$ cat src/rtl/kmeans_pkg.sv
// ---------------------------------------------------------------------------
// kmeans_pkg
// Shared constants and types for the k-means engine.
//   KM_ADDR_W / KM_DATA_W / KM_DATA_SIZE : point SRAM geometry (4096 x 16)
//   KM_SRAM_RD_LAT                       : grant-to-data read latency
//   KM_FLIGHT_W                          : width of an in-flight read count
//   km_point_t                           : one SRAM word, {x[7:0], y[7:0]}
//   km_gnt_e                             : which requester was granted last
//   km_popcount()                        : counts set bits of a pipeline
// ---------------------------------------------------------------------------
package kmeans_pkg;

    localparam int KM_ADDR_W      = 12;
    localparam int KM_DATA_W      = 16;
    localparam int KM_DATA_SIZE   = 4096;
    localparam int KM_SRAM_RD_LAT = 3;
    localparam int KM_FLIGHT_W    = $clog2(KM_SRAM_RD_LAT + 1);

    typedef struct packed {
        logic [7:0] x;
        logic [7:0] y;
    } km_point_t;

    typedef enum logic {
        GNT_WR = 1'b0,
        GNT_RD = 1'b1
    } km_gnt_e;

    function automatic logic [KM_FLIGHT_W-1:0] km_popcount(
        input logic [KM_SRAM_RD_LAT-1:0] v
    );
        logic [KM_FLIGHT_W-1:0] n;
        n = '0;
        for (int i = 0; i < KM_SRAM_RD_LAT; i++) begin
            n = n + KM_FLIGHT_W'(v[i]);
        end
        return n;
    endfunction

endpackage

$ cat src/rtl/kmeans_sram_arb_if.sv
// ---------------------------------------------------------------------------
// kmeans_sram_arb_if
// Bundles the loader write port, grouping-engine read port, drain handshake
// and SRAM pins of the point-SRAM arbiter.
//   modport slave  : the arbiter side (kmeans_sram_arb)
//   modport master : requesters plus the SRAM macro driving mem_dout
// ---------------------------------------------------------------------------
interface kmeans_sram_arb_if
    import kmeans_pkg::*;
#(
    parameter int ADDR_W = KM_ADDR_W,
    parameter int DATA_W = KM_DATA_W
);

    // write port (data loader)
    logic              wr_req;
    logic [ADDR_W-1:0] wr_addr;
    logic [DATA_W-1:0] wr_data;
    logic              wr_gnt;

    // read port (grouping engine)
    logic              rd_req;
    logic [ADDR_W-1:0] rd_addr;
    logic              rd_gnt;
    logic              rd_valid;
    logic [DATA_W-1:0] rd_data;

    // phase-change handshake
    logic              drain_req;
    logic              drain_ack;

    // SRAM pins
    logic [ADDR_W-1:0] mem_addr;
    logic [DATA_W-1:0] mem_din;
    logic              mem_we_b;
    logic [DATA_W-1:0] mem_dout;

    modport slave (
        input  wr_req, wr_addr, wr_data, rd_req, rd_addr, drain_req, mem_dout,
        output wr_gnt, rd_gnt, rd_valid, rd_data, drain_ack,
               mem_addr, mem_din, mem_we_b
    );

    modport master (
        output wr_req, wr_addr, wr_data, rd_req, rd_addr, drain_req, mem_dout,
        input  wr_gnt, rd_gnt, rd_valid, rd_data, drain_ack,
               mem_addr, mem_din, mem_we_b
    );

endinterface

$ cat src/rtl/kmeans_rd_pipe.sv
// ---------------------------------------------------------------------------
// kmeans_rd_pipe
// Tracks granted reads through the SRAM and captures the returned word.
// A KM_SRAM_RD_LAT-deep valid shift register follows each read; the word is
// captured from mem_dout as its valid bit enters the last stage.
//   clk, rst_n : clock, synchronous active-low reset (drops in-flight reads)
//   issue      : a read was granted this cycle
//   mem_dout   : SRAM read data
//   rd_valid   : rd_data holds a returned word (one pulse per read)
//   rd_data    : registered read data
//   in_flight  : number of reads granted but not yet returned (incl. this one)
// ---------------------------------------------------------------------------
module kmeans_rd_pipe
    import kmeans_pkg::*;
#(
    parameter int DATA_W = KM_DATA_W
) (
    input  logic                   clk,
    input  logic                   rst_n,
    input  logic                   issue,
    input  logic [DATA_W-1:0]      mem_dout,
    output logic                   rd_valid,
    output logic [DATA_W-1:0]      rd_data,
    output logic [KM_FLIGHT_W-1:0] in_flight
);

    // stage_q[0] = address being registered, stage_q[LAT-1] = data presented
    logic [KM_SRAM_RD_LAT-1:0] stage_q;

    // NOTE: clocked state uses non-blocking assignments so every flop samples
    // the pre-edge values, independent of statement order.
    always_ff @(posedge clk) begin
        if (!rst_n) begin
            stage_q <= '0;
            rd_data <= '0;
        end else begin
            stage_q <= {stage_q[KM_SRAM_RD_LAT-2:0], issue};
            if (stage_q[KM_SRAM_RD_LAT-2]) begin
                rd_data <= mem_dout;
            end
        end
    end

    assign rd_valid  = stage_q[KM_SRAM_RD_LAT-1];
    assign in_flight = km_popcount(stage_q);

endmodule

$ cat src/rtl/kmeans_sram_arb.sv
// ---------------------------------------------------------------------------
// kmeans_sram_arb
// Shares the single-port point SRAM between the data loader (writes) and the
// grouping engine (reads). At most one access is granted per cycle and the
// SRAM address, data and active-low write enable are driven from registers.
// Reads return in grant order KM_SRAM_RD_LAT cycles after their grant.
// drain_req blocks new grants; drain_ack reports that no read is in flight.
//
// Build option:
//   KMEANS_ARB_RR_EN defined   : round-robin between the two requesters
//   KMEANS_ARB_RR_EN undefined : write always wins over read
//
// Ports:
//   clk   : sole clock, rising edge
//   rst_n : synchronous active-low reset
//   bus   : kmeans_sram_arb_if.slave (request/grant ports, read return,
//           drain handshake, SRAM pins)
// ---------------------------------------------------------------------------
module kmeans_sram_arb
    import kmeans_pkg::*;
#(
    parameter int ADDR_W = KM_ADDR_W,
    parameter int DATA_W = KM_DATA_W
) (
    input logic              clk,
    input logic              rst_n,
    kmeans_sram_arb_if.slave bus
);

    logic                   wr_gnt;
    logic                   rd_gnt;
    km_gnt_e                last_gnt_q;
    km_gnt_e                last_gnt_d;
    logic [ADDR_W-1:0]      mem_addr_q;
    logic [DATA_W-1:0]      mem_din_q;
    logic                   mem_we_b_q;
    logic [KM_FLIGHT_W-1:0] in_flight;

    // -----------------------------------------------------------------------
    // Grant selection. Requests are ignored while in reset or draining.
    // -----------------------------------------------------------------------
    // NOTE: every output of a combinational block gets a default first, so no
    // path through the if/else can leave it unassigned and infer a latch.
    always_comb begin
        wr_gnt = 1'b0;
        rd_gnt = 1'b0;
        if (rst_n && !bus.drain_req) begin
            if (bus.wr_req && bus.rd_req) begin
`ifdef KMEANS_ARB_RR_EN
                // whoever did not win last time wins now
                if (last_gnt_q == GNT_RD) begin
                    wr_gnt = 1'b1;
                end else begin
                    rd_gnt = 1'b1;
                end
`else
                wr_gnt = 1'b1;
`endif
            end else begin
                wr_gnt = bus.wr_req;
                rd_gnt = bus.rd_req;
            end
        end
    end

    // last_gnt only moves when something is granted
    always_comb begin
        last_gnt_d = last_gnt_q;
        if (wr_gnt) begin
            last_gnt_d = GNT_WR;
        end else if (rd_gnt) begin
            last_gnt_d = GNT_RD;
        end
    end

    // Reset value GNT_RD makes the first contended grant go to the write port.
    always_ff @(posedge clk) begin
        if (!rst_n) begin
            last_gnt_q <= GNT_RD;
        end else begin
            last_gnt_q <= last_gnt_d;
        end
    end

    // -----------------------------------------------------------------------
    // SRAM command registers. The address holds when idle; data is zeroed
    // whenever no write is issued so stale write data never sits on DI.
    // -----------------------------------------------------------------------
    always_ff @(posedge clk) begin
        if (!rst_n) begin
            mem_addr_q <= '0;
            mem_din_q  <= '0;
            mem_we_b_q <= 1'b1;
        end else begin
            mem_we_b_q <= ~wr_gnt;
            mem_din_q  <= wr_gnt ? bus.wr_data : '0;
            if (wr_gnt) begin
                mem_addr_q <= bus.wr_addr;
            end else if (rd_gnt) begin
                mem_addr_q <= bus.rd_addr;
            end
        end
    end

    // -----------------------------------------------------------------------
    // Read return pipeline
    // -----------------------------------------------------------------------
    kmeans_rd_pipe #(
        .DATA_W (DATA_W)
    ) u_rd_pipe (
        .clk       (clk),
        .rst_n     (rst_n),
        .issue     (rd_gnt),
        .mem_dout  (bus.mem_dout),
        .rd_valid  (bus.rd_valid),
        .rd_data   (bus.rd_data),
        .in_flight (in_flight)
    );

    assign bus.wr_gnt    = wr_gnt;
    assign bus.rd_gnt    = rd_gnt;
    assign bus.drain_ack = rst_n & bus.drain_req & (in_flight == '0);
    assign bus.mem_addr  = mem_addr_q;
    assign bus.mem_din   = mem_din_q;
    assign bus.mem_we_b  = mem_we_b_q;

endmodule

$ cat src/flat_wrapper.sv
// flat-port wrapper written by rule: the top's interface ports become plain ports
module kmeans_sram_arb_flat import kmeans_pkg::*;
#(
    parameter int ADDR_W = KM_ADDR_W,
    parameter int DATA_W = KM_DATA_W
)
  (clk, rst_n, bus_wr_req, bus_wr_addr, bus_wr_data, bus_rd_req, bus_rd_addr, bus_drain_req, bus_mem_dout, bus_wr_gnt, bus_rd_gnt, bus_rd_valid, bus_rd_data, bus_drain_ack, bus_mem_addr, bus_mem_din, bus_mem_we_b);
  kmeans_sram_arb_if #(.ADDR_W(ADDR_W), .DATA_W(DATA_W)) bus_i ();
  input logic clk;
  input logic rst_n;
  input wire logic [$bits(bus_i.wr_req)-1:0] bus_wr_req;
  input wire logic [$bits(bus_i.wr_addr)-1:0] bus_wr_addr;
  input wire logic [$bits(bus_i.wr_data)-1:0] bus_wr_data;
  input wire logic [$bits(bus_i.rd_req)-1:0] bus_rd_req;
  input wire logic [$bits(bus_i.rd_addr)-1:0] bus_rd_addr;
  input wire logic [$bits(bus_i.drain_req)-1:0] bus_drain_req;
  input wire logic [$bits(bus_i.mem_dout)-1:0] bus_mem_dout;
  output wire logic [$bits(bus_i.wr_gnt)-1:0] bus_wr_gnt;
  output wire logic [$bits(bus_i.rd_gnt)-1:0] bus_rd_gnt;
  output wire logic [$bits(bus_i.rd_valid)-1:0] bus_rd_valid;
  output wire logic [$bits(bus_i.rd_data)-1:0] bus_rd_data;
  output wire logic [$bits(bus_i.drain_ack)-1:0] bus_drain_ack;
  output wire logic [$bits(bus_i.mem_addr)-1:0] bus_mem_addr;
  output wire logic [$bits(bus_i.mem_din)-1:0] bus_mem_din;
  output wire logic [$bits(bus_i.mem_we_b)-1:0] bus_mem_we_b;
  assign bus_i.wr_req = bus_wr_req;
  assign bus_i.wr_addr = bus_wr_addr;
  assign bus_i.wr_data = bus_wr_data;
  assign bus_i.rd_req = bus_rd_req;
  assign bus_i.rd_addr = bus_rd_addr;
  assign bus_i.drain_req = bus_drain_req;
  assign bus_i.mem_dout = bus_mem_dout;
  assign bus_wr_gnt = bus_i.wr_gnt;
  assign bus_rd_gnt = bus_i.rd_gnt;
  assign bus_rd_valid = bus_i.rd_valid;
  assign bus_rd_data = bus_i.rd_data;
  assign bus_drain_ack = bus_i.drain_ack;
  assign bus_mem_addr = bus_i.mem_addr;
  assign bus_mem_din = bus_i.mem_din;
  assign bus_mem_we_b = bus_i.mem_we_b;
  kmeans_sram_arb #(.ADDR_W(ADDR_W), .DATA_W(DATA_W)) u_core (.clk(clk), .rst_n(rst_n), .bus(bus_i));
endmodule
$ cat config.mk
export PLATFORM = sky130hd
export DESIGN_NAME = kmeans_sram_arb_flat
export DESIGN_NICKNAME = d
export VERILOG_FILES = /design/src/rtl/kmeans_pkg.sv /design/src/rtl/kmeans_sram_arb_if.sv /design/src/rtl/kmeans_rd_pipe.sv /design/src/rtl/kmeans_sram_arb.sv /design/src/flat_wrapper.sv
export SDC_FILE = /design/constraint.sdc
export NUM_CORES = 1
export LEC_CHECK = 0
export ABC_AREA = 1
export CAP_MARGIN = 0
export CORE_MARGIN = 2
export CORE_UTILIZATION = 33
export DETAILED_ROUTE_END_ITERATION = 10
export PLACE_DENSITY_LB_ADDON = 0.25
export SLEW_MARGIN = 0
export SYNTH_ARGS = -nofsm -noshare
export SYNTH_HDL_FRONTEND = slang
export SYNTH_SLANG_ARGS = --single-unit
$ cat constraint.sdc
create_clock -name clk -period 1.4 [get_ports clk]
set_clock_uncertainty 0.05 [all_clocks]
set_input_delay 0.28 -clock clk [delete_from_list [all_inputs] [get_ports clk]]
set_output_delay 0.28 -clock clk [all_outputs]
set_load 0.05 [all_outputs]
==> flow_metrics.env, run 1 <==
export IMPL_die_w_um=78.73
export IMPL_crit_type="reg -> out"
export IMPL_antennaDiodeCount=0
export IMPL_path_delay_family="adder cells"
export IMPL_rows=27
export IMPL_max_stage_delay_ns=0.48
export IMPL_synth_seq_area_share_pct=52.14
export IMPL_path_max_fanout=2
export IMPL_clkSinkCount=48
export IMPL_period_needed_ns=1.766
export IMPL_drc_errors=0
export IMPL_power_w=0.003023
export IMPL_wl_mm=4.766
export IMPL_worstPathCellList="fa_2, nor3_4, buf_12"
export IMPL_coreArea_um2=5439
export IMPL_vias_per_cell=4.209
export IMPL_via_count=1869
export IMPL_required_ns=1.07
export IMPL_overflow=0
export IMPL_p_per_area_nw_per_um2=813.7
export IMPL_cts_hold_buf=0
export IMPL_synthMuxAreaShare_pct=0
export IMPL_grt_max_degree=28
export IMPL_first_pass_iters=4
export IMPL_yosys_area_share_simple_pct=32.32
export IMPL_critPathBufInv=1
export IMPL_setup_ws_ns=-0.3656
export IMPL_status="finished with violations"
export IMPL_ys_ff_latch=48
export IMPL_routabilityCongestion=0.7701
export IMPL_drt_initial_drc_count=34
export IMPL_crit_slowest_cell="fa_2"
export IMPL_maxSlewHeadroom_pct=83.11
export IMPL_clockRootBuffer="clkbuf_8"
export IMPL_worstSetupStartpointType="register"
export IMPL_cts_tree="yes"
export IMPL_ant_nets=0
export IMPL_grt_pass1_vias=1786
export IMPL_clk_pin_slew_ns=0.08
export IMPL_synth_xor_area_share_pct=0
export IMPL_synth_area_um2=1843
export IMPL_area_delta_synth_final_pct=101.6
export IMPL_final_util_pct=68.30
export IMPL_cts_max_level=2
export IMPL_hold_ws_ns=0.4074
export IMPL_drv_slew=0
export IMPL_multiInputGateArea_um2=719.4
export IMPL_track_usage_pct=16.05
export IMPL_cts_buffers=5
export IMPL_hpwl_mm=3.845
export IMPL_fin_crit_sh_pct=126.1
export IMPL_avgSynthCellArea_um2=7.343
export IMPL_die_area_um2=6198
export IMPL_synth_warnings=0
export IMPL_clkLatencyLatePin_ns=0.29
export IMPL_maxCapViolations=0
export IMPL_yosysUniqueCellTypes=15
export IMPL_grt_antenna_before_repair=0
export IMPL_hp_class="reg -> reg"
export IMPL_fmax_mhz=566.4
export IMPL_syn_inst=251
export IMPL_leakagePower_nw=1.741
export IMPL_synth_top_family_by_area="simple AND/OR/NAND/NOR gates"
export IMPL_port_buffers=109
export IMPL_stdcell_area_um2=3715
export IMPL_post_drt_wl_per_cell_um=10.73
export IMPL_synth_compound_area_share_pct=4.345
export IMPL_initial_utilization_pct=33.89
export IMPL_rsz0062_at_grt="yes"
export IMPL_cp_arrival_ns=1.44
export IMPL_setup_violations=15
export IMPL_fill_cells=434
export IMPL_nNetsFinal=433
export IMPL_violations="negative setup slack"
export IMPL_grt_pass1_wl_mm=7.928
export IMPL_synthAdderAreaFrac_pct=1.086
export IMPL_clk_path_buf_depth=2
export IMPL_max_slew_worst_pin_slew_ns=0.2530
export IMPL_ios=110
export IMPL_crit_path_end_kind="output port"
export IMPL_fp_dieH_um=78.73
export IMPL_regArea_um2=967.2
export IMPL_finalHoldViolCount=0
export IMPL_finalSetupTns_ns=-2.007
export IMPL_ir_worst_vdd_v=0.0005082
export IMPL_place_area_um2=3601
export IMPL_synth_fp_nets=313
export IMPL_drive_above_1_share_pct=22.04
## path summary, 6_finish.rpt
| check | end | cells after the start | slack (ns) | from |
|---|---|---|---|---|
| worst min register to register | u_core.u_rd_pipe.stage_q[1] | 2 | 0.41 | u_core.u_rd_pipe.stage_q[0] |
| worst min-delay path | u_core.u_rd_pipe.stage_q[1] | 2 | 0.41 | u_core.u_rd_pipe.stage_q[0] |
| worst max register to register | u_core.u_rd_pipe.rd_data[11] | 4 | 0.33 | u_core.u_rd_pipe.stage_q[1] |
| worst max-delay path | bus_drain_ack | 3 | -0.37 | u_core.u_rd_pipe.stage_q[2] |
## state kept, by name, indices dropped and copies added, names as in the netlist
register	flops
u_core.bus.mem_din	16
u_core.bus.mem_we_b	1
u_core.bus.mem_addr	12
u_core.u_rd_pipe.rd_data	16
u_core.u_rd_pipe.stage_q	3
## routing by layer
metal	up-vias	share of wire (%)	track usage (%)
met5	-	0	0
met4	0	0.80	3.158
met3	5	9.0	6.250
met2	67	52	29.91
met1	819	38	17.14
li1	978	-	-
## per-stage QoR
stage          instances  setup slack [ns]
2_1_floorplan        251           -0.2454
3_3_place_gp         433           -0.2641
3_5_place_dp         433           -0.3385
4_1_cts              441           -0.3862
5_1_grt              444           -0.4367
6_report             444           -0.3656
## logic make-up (layout without fill, tap and decap cells)
kind of cell,Yosys count,count (layout)
AO/OA/AOI/OAI,16,16
adder cells (fa/ha/maj),1,1
buffers and inverters,45,166
flip-flops,48,48
AND/OR/NAND/NOR,141,141
## where the power goes
part	total, W	leakage, nW	internal [W]	switching, W
sequential	0.00146	0.393	0.00142	0.0000482
clock	0.000764	0.0422	0.000351	0.000414
combinational	0.000795	1.31	0.000438	0.000357
total	0.00302	1.74	0.00220	0.000819
## cells in the mapped netlist
cell type | count | area, um^2
nor2_1 | 86 | 322.8
dfxtp_1 | 48 | 960.9
nand2_1 | 40 | 150.1
inv_1 | 31 | 116.4
o21ai_1 | 16 | 80.08
nand3b_1 | 12 | 90.09
buf_2 | 5 | 25.02
clkbuf_1 | 5 | 18.77
inv_2 | 2 | 7.510
buf_4 | 1 | 7.510
buf_6 | 1 | 11.26
fa_1 | 1 | 20.02
nand3_2 | 1 | 10.01
nand3_4 | 1 | 17.52
nor3_1 | 1 | 5.000
## cell type report
cell class	count	share of cell area, %
Timing Repair Buffer	125	46.58
Sequential cell	48	26.04
Multi-Input combinational cell	158	19.37
Inverter	33	3.402
Tap cell	72	2.425
Clock buffer	7	2.055
Clock inverter	1	0.1347
## cells in the final DEF (no fill, tap or decap), drive strengths merged
cell	netlist	layout
fa	1	1
o21ai	16	16
nand3b	12	12
nand3	2	2
nor3	1	1
clkinv	0	1
clkdlybuf4s50	0	60
dfxtp	48	48
clkbuf	5	7
nand2	40	40
buf	7	65
nor2	86	86
inv	33	33
## what timing repair did
action / 4_1_cts / 5_1_grt
setup buffers: 0 / 3
resized for setup: 4 / 0
setup endpoints to repair: 15 / 15
## worst reg2reg max path: cells and delay by family, from the launching register on
kind,cells,cell delay [ns]
buffers and inverters,2,0.41
DFF,1,0.33
and+or+nand+nor,2,0.20
(Power assumes the default switching activity.)
==> inputs of run 2 (changes only) <==
--- a/config.mk
+++ b/config.mk
@@ -7,10 +7,11 @@
 export LEC_CHECK = 0
 export ABC_AREA = 1
 export CAP_MARGIN = 0
-export CORE_MARGIN = 2
 export CORE_UTILIZATION = 33
 export DETAILED_ROUTE_END_ITERATION = 10
+export GPL_TIMING_DRIVEN = 0
 export PLACE_DENSITY_LB_ADDON = 0.25
+export RECOVER_POWER = 50
 export SLEW_MARGIN = 0
 export SYNTH_ARGS = -nofsm -noshare
 export SYNTH_HDL_FRONTEND = slang
==> run 2 against run 1 <==
Critical path type unchanged. Cell area shrank 13%. Cell count shrank 0.45%. Worst hold slack lost 0.22 ns. Sequential cell count is the same. Critical endpoint unchanged. Critical path depth is the same. The flow still finishes with violations (negative setup slack). Global-route usage grew 0.43 points. First-iteration DRC count grew 79%. Setup slack gained 0.022 ns. Power shrank 5.6%. Register-to-register slack lost 0.16 ns. Clock-buffer cell count is the same.
==> flow_metrics.env, run 2 (same netlist as run 1, synthesis figures left out) <==
export IMPL_hp_class="in -> reg"
export IMPL_setup_ws_ns=-0.3431
export IMPL_fmax_mhz=573.7
export IMPL_drv_slew=0
export IMPL_routabilityCongestion=0.7400
export IMPL_crit_type="reg -> out"
export IMPL_grt_antenna_before_repair=0
export IMPL_dr_wl_met2_mm=2.230
export IMPL_antennaDiodeCount=0
export IMPL_track_usage_pct=16.48
export IMPL_wl_mm=4.616
export IMPL_clkSinkCount=48
export IMPL_nNetsFinal=433
export IMPL_crit_slowest_cell="fa_2"
export IMPL_grt_pass1_vias=1847
export IMPL_max_stage_delay_ns=0.47
export IMPL_first_pass_iters=4
export IMPL_clk_pin_slew_ns=0.08
export IMPL_wl_met3_um=387
export IMPL_p_per_area_nw_per_um2=883.2
export IMPL_clkLatencyLatePin_ns=0.28
export IMPL_path_depth=3
export IMPL_finalSetupTns_ns=-0.5021
export IMPL_cts_max_level=2
export IMPL_clockRootBuffer="clkbuf_8"
export IMPL_maxSlewHeadroom_pct=69.58
export IMPL_min_path_cells=2
export IMPL_drt_initial_drc_count=61
export IMPL_ir_worst_vdd_v=0.0005333
export IMPL_layout_common_cells="85 x nor2_1, 56 x clkdlybuf4s50_1, 46 x clkdlybuf4s15_2"
export IMPL_grt_pass1_wl_mm=7.866
export IMPL_drc_errors=0
export IMPL_maxCapViolations=0
export IMPL_coreArea_um2=5238
export IMPL_post_drt_wl_per_cell_um=10.44
export IMPL_final_common_cell="nor2_1"
export IMPL_initial_utilization_pct=35.19
export IMPL_routed_top_layer="met4"
export IMPL_max_slew_worst_pin_slew_ns=0.4559
export IMPL_violations="negative setup slack"
export IMPL_drive_above_1_share_pct=20.97
export IMPL_rr_worst_depth=4
export IMPL_cts_buffers=5
export IMPL_path_max_fanout=2
export IMPL_crit_path_end_kind="output port"
export IMPL_period_needed_ns=1.743
export IMPL_path_delay_family="adder cells"
export IMPL_critPathBufInv=1
export IMPL_ant_nets=0
export IMPL_cp_arrival_ns=1.41
export IMPL_rsz0062_at_grt="yes"
export IMPL_final_util_pct=61.71
export IMPL_via_count=1841
export IMPL_cts_hold_buf=0
export IMPL_required_ns=1.07
export IMPL_fin_crit_sh_pct=124.5
export IMPL_wl_met1_mm=1.905
export IMPL_cts_tree="yes"
export IMPL_status="finished with violations"
export IMPL_overflow=0
export IMPL_die_w_um=76.73
export IMPL_worstSetupStartpointType="register"
export IMPL_ios=110
export IMPL_grt_max_degree=15
export IMPL_worstPathCellList="fa_2, nor3_4, buf_6"
export IMPL_fp_dieH_um=76.73
export IMPL_vias_per_cell=4.165
export IMPL_hpwl_mm=3.445
export IMPL_power_w=0.002854
export IMPL_leakagePower_nw=1.497
export IMPL_setup_violations=3
export IMPL_finalHoldViolCount=0
export IMPL_clk_path_buf_depth=2
export IMPL_area_delta_synth_final_pct=75.36
export IMPL_port_buffers=109
export IMPL_rows=26
export IMPL_die_area_um2=5887
run 2: cell types whose count changed in the layout (fill, tap and decap cells not counted), moves of 2 or more:
| cell | before | now |
|---|---|---|
| buf_12 | 51 | 0 |
| buf_2 | 0 | 3 |
| buf_4 | 13 | 5 |
| buf_6 | 1 | 3 |
| buf_8 | 0 | 2 |
| clkbuf_1 | 2 | 8 |
| clkbuf_2 | 0 | 2 |
| clkdlybuf4s15_2 | 0 | 46 |
| clkdlybuf4s50_1 | 60 | 56 |
run 2: metrics by stage:
step | worst slack (ns) | area (um^2) | hold slack (ns) | cells
after global placement | -1.236 | 3048 | 0.3983 | 430
after floorplan | -0.2454 | 1869 | 0.3024 | 251
after CTS | -0.3672 | 3247 | 0.1722 | 443
after detailed placement | -1.232 | 3048 | 0.4030 | 430
after global routing | -0.3881 | 3232 | 0.1953 | 442
final | -0.3431 | 3232 | 0.1884 | 442
run 2: path summary, 6_finish.rpt:
check / from / end / slack [ns]
worst max-delay path: u_core.u_rd_pipe.stage_q[1] / bus_drain_ack / -0.34
worst min-delay path: bus_wr_req / u_core.u_rd_pipe.stage_q[0] / 0.19
worst max register to register: u_core.u_rd_pipe.stage_q[1] / u_core.u_rd_pipe.rd_data[14] / 0.17
worst min register to register: u_core.u_rd_pipe.stage_q[0] / u_core.u_rd_pipe.stage_q[1] / 0.40
run 2: worst register-to-register path: stages (launching register included):
cell and delay (ns):
dfxtp_4 0.35, buf_4 0.19, inv_1 0.37, nor2_1 0.08
nor2_1 0.12
run 2: per-layer routing:
layer  vias to the layer above  track usage (%)
li1                        983                -
met1                       784            17.97
met2                        65            29.46
met3                         9            5.833
met4                         0            5.385
met5                         -                0
run 2: final cells by class:
type / instances / area, um^2
Fill cell: 501 / 2006
Timing Repair Buffer: 115 / 1181
Sequential cell: 48 / 969.7
Multi-Input combinational cell: 158 / 724.4
Inverter: 33 / 125.1
Tap cell: 70 / 87.58
Clock buffer: 7 / 76.32
Buffer: 10 / 62.56
Clock inverter: 1 / 5.005
run 2: repair_timing:
action / CTS / global route
resized for setup: 184 / 4
setup endpoints to repair: 60 / 9
setup buffers: 5 / 1
pin swaps: 1 / 0
cloned: 0 / 0
run 2: where the power goes:
part / internal, W / total [W] / switching [W]
clock: 0.000351 / 0.000772 / 0.000421
combinational: 0.000294 / 0.000649 / 0.000354
sequential: 0.00141 / 0.00143 / 0.0000204
total: 0.00206 / 0.00285 / 0.000796
==> inputs of run 3 (changes only) <==
--- a/config.mk
+++ b/config.mk
@@ -6,11 +6,12 @@
 export NUM_CORES = 1
 export LEC_CHECK = 0
 export ABC_AREA = 1
-export CAP_MARGIN = 0
+export CAP_MARGIN = 20
 export CORE_UTILIZATION = 33
+export CTS_CLUSTER_SIZE = 10
 export DETAILED_ROUTE_END_ITERATION = 10
 export GPL_TIMING_DRIVEN = 0
-export PLACE_DENSITY_LB_ADDON = 0.25
+export PLACE_DENSITY = 0.75
 export RECOVER_POWER = 50
 export SLEW_MARGIN = 0
 export SYNTH_ARGS = -nofsm -noshare
==> run 3 against run 2 <==
The flow still finishes with violations (negative setup slack). Sequential cell count did not move. Fmax fell by 0.66%. Worst hold slack got worse by 0.019 ns. Setup slack got worse by 0.012 ns. Clock power rose by 25%.
==> flow_metrics.env, run 3 (same netlist as run 1, synthesis figures left out) <==
export IMPL_p_sw_w=0.0008057
export IMPL_die_w_um=76.73
export IMPL_grt_pass1_vias=1841
export IMPL_dp_cells=430
export IMPL_cts_tree="yes"
export IMPL_fin_crit_sh_pct=125.3
export IMPL_cts_max_level=2
export IMPL_required_ns=1.07
export IMPL_critPathBufInv=1
export IMPL_rsz0062_at_grt="yes"
export IMPL_path_max_fanout=2
export IMPL_maxSlewHeadroom_pct=69.83
export IMPL_status="finished with violations"
export IMPL_rr_startpoint="u_core.u_rd_pipe.stage_q[1]"
export IMPL_routabilityCongestion=0.7187
export IMPL_ant_nets=0
export IMPL_clkSinkCount=48
export IMPL_min_path_cells=2
export IMPL_antennaDiodeCount=0
export IMPL_track_usage_pct=17.32
export IMPL_fmax_mhz=569.9
export IMPL_path_delay_family="adder cells"
export IMPL_rr_worst_depth=4
export IMPL_hp_class="in -> reg"
export IMPL_final_util_pct=61.78
export IMPL_clk_path_buf_depth=2
export IMPL_seqPwrFrac_pct=47.2
export IMPL_initial_utilization_pct=35.19
export IMPL_max_stage_delay_ns=0.48
export IMPL_layout_common_cells="85 x nor2_1, 56 x clkdlybuf4s50_1, 45 x dfxtp_1"
export IMPL_drive_above_1_share_pct=20.75
export IMPL_die_area_um2=5887
export IMPL_p_comb_share_pct=21.2
export IMPL_overflow=0
export IMPL_drv_slew=0
export IMPL_cp_arrival_ns=1.42
export IMPL_cts_buffers=5
export IMPL_worstSetupStartpointType="register"
export IMPL_vias_per_cell=4.220
export IMPL_swShare_pct=26.50
export IMPL_period_needed_ns=1.755
export IMPL_area_delta_synth_final_pct=75.56
export IMPL_nNetsFinal=432
export IMPL_drt_initial_drc_count=39
export IMPL_coreArea_um2=5238
export IMPL_post_drt_wl_per_cell_um=10.53
export IMPL_ios=110
export IMPL_multiInputGateArea_um2=724.4
export IMPL_setup_ws_ns=-0.3547
export IMPL_fill_cells=503
export IMPL_final_common_cell="nor2_1"
export IMPL_cts_hold_buf=0
export IMPL_ir_worst_vdd_v=0.0004250
export IMPL_clkLatencyLatePin_ns=0.29
export IMPL_clockRootBuffer="clkbuf_8"
export IMPL_first_pass_iters=4
export IMPL_port_buffers=109
export IMPL_grt_max_degree=15
export IMPL_grt_antenna_before_repair=0
export IMPL_hp_start="bus_wr_req"
export IMPL_p_per_area_nw_per_um2=939.8
export IMPL_setup_violations=2
export IMPL_grt_pass1_wl_mm=8.204
export IMPL_drc_errors=0
export IMPL_crit_slowest_cell="fa_2"
export IMPL_rows=26
export IMPL_finalHoldViolCount=0
export IMPL_min_to="u_core.u_rd_pipe.stage_q[0]"
export IMPL_hpwl_mm=3.526
export IMPL_via_count=1861
export IMPL_crit_path_end_kind="output port"
export IMPL_clk_pin_slew_ns=0.08
export IMPL_leakagePower_nw=1.511
export IMPL_fin_cells=441
export IMPL_fp_dieH_um=76.73
export IMPL_rrSetupSlack_ns=0.16
export IMPL_violations="negative setup slack"
export IMPL_p_clk_share_pct=31.6
export IMPL_maxCapViolations=0
export IMPL_p_int_w=0.002235
export IMPL_r2r_end="u_core.u_rd_pipe.rd_data[14]"
export IMPL_max_slew_worst_pin_slew_ns=0.4521
export IMPL_crit_type="reg -> out"
export IMPL_regArea_um2=969.7
export IMPL_worstPathCellList="fa_2, nor3_4, buf_6"
export IMPL_wl_mm=4.645
==> run 3: power groups by stage <==
stage	sequential, W	clock, W	combinational, W
3_3_place_gp	0.00147	0	0.000651
4_1_cts	0.00143	0.00100	0.000659
2_1_floorplan	0.00164	0	0.000168
6_report	0.00143	0.000962	0.000645
5_1_grt	0.00144	0.00108	0.000697
3_5_place_dp	0.00147	0	0.000655
==> run 3: timing repair <==
item	in CTS	in global routing
buffers inserted	5	0
gates resized for setup	184	7
endpoints found under the setup margin	70	14
pin swaps	2	0
==> run 3: metal layers <==
metal  global-route usage, %  up-vias  routed length, um
met5                       0        -                  0
met4                   4.038        0                 58
li1                        -      978                  -
met2                   29.38       70               2190
met1                   20.47      806               1982
met3                   6.667        7                414
==> run 3: metrics by stage <==
step	total power [W]	cell area, um^2	setup WS [ns]	hold slack [ns]	TNS, ns
floorplan	0.001812	1869	-0.2454	0.3024	-0.2454
finish	0.003041	3236	-0.3547	0.1692	-0.4970
CTS	0.003096	3273	-0.3768	0.1659	-0.3768
global route	0.003217	3236	-0.4150	0.1679	-1.464
detailed placement	0.002124	3048	-1.257	0.4048	-18.56
global placement	0.002118	3048	-1.264	0.4023	-17.65
==> run 3: final cells by class <==
cell class,count,share of cell area (%)
inverters,33,3.828
multi-input cells,158,22.39
well taps,70,2.707
clock buffers,6,2.243
flip-flops and latches,48,29.97
clock inverters,2,1.083
plain buffers,10,1.624
repair buffers,114,36.16
==> run 3: how the worst max path moves through the flow <==
stage / depth (start not counted) / from / end
2_1_floorplan: 2 / u_core.u_rd_pipe.stage_q[2] / bus_drain_ack
3_3_place_gp: 6 / rst_n / bus_wr_gnt
3_5_place_dp: 6 / rst_n / bus_wr_gnt
4_1_cts: 3 / u_core.u_rd_pipe.stage_q[1] / bus_drain_ack
5_1_grt: 3 / u_core.u_rd_pipe.stage_q[1] / bus_drain_ack
6_report: 3 / u_core.u_rd_pipe.stage_q[1] / bus_drain_ack
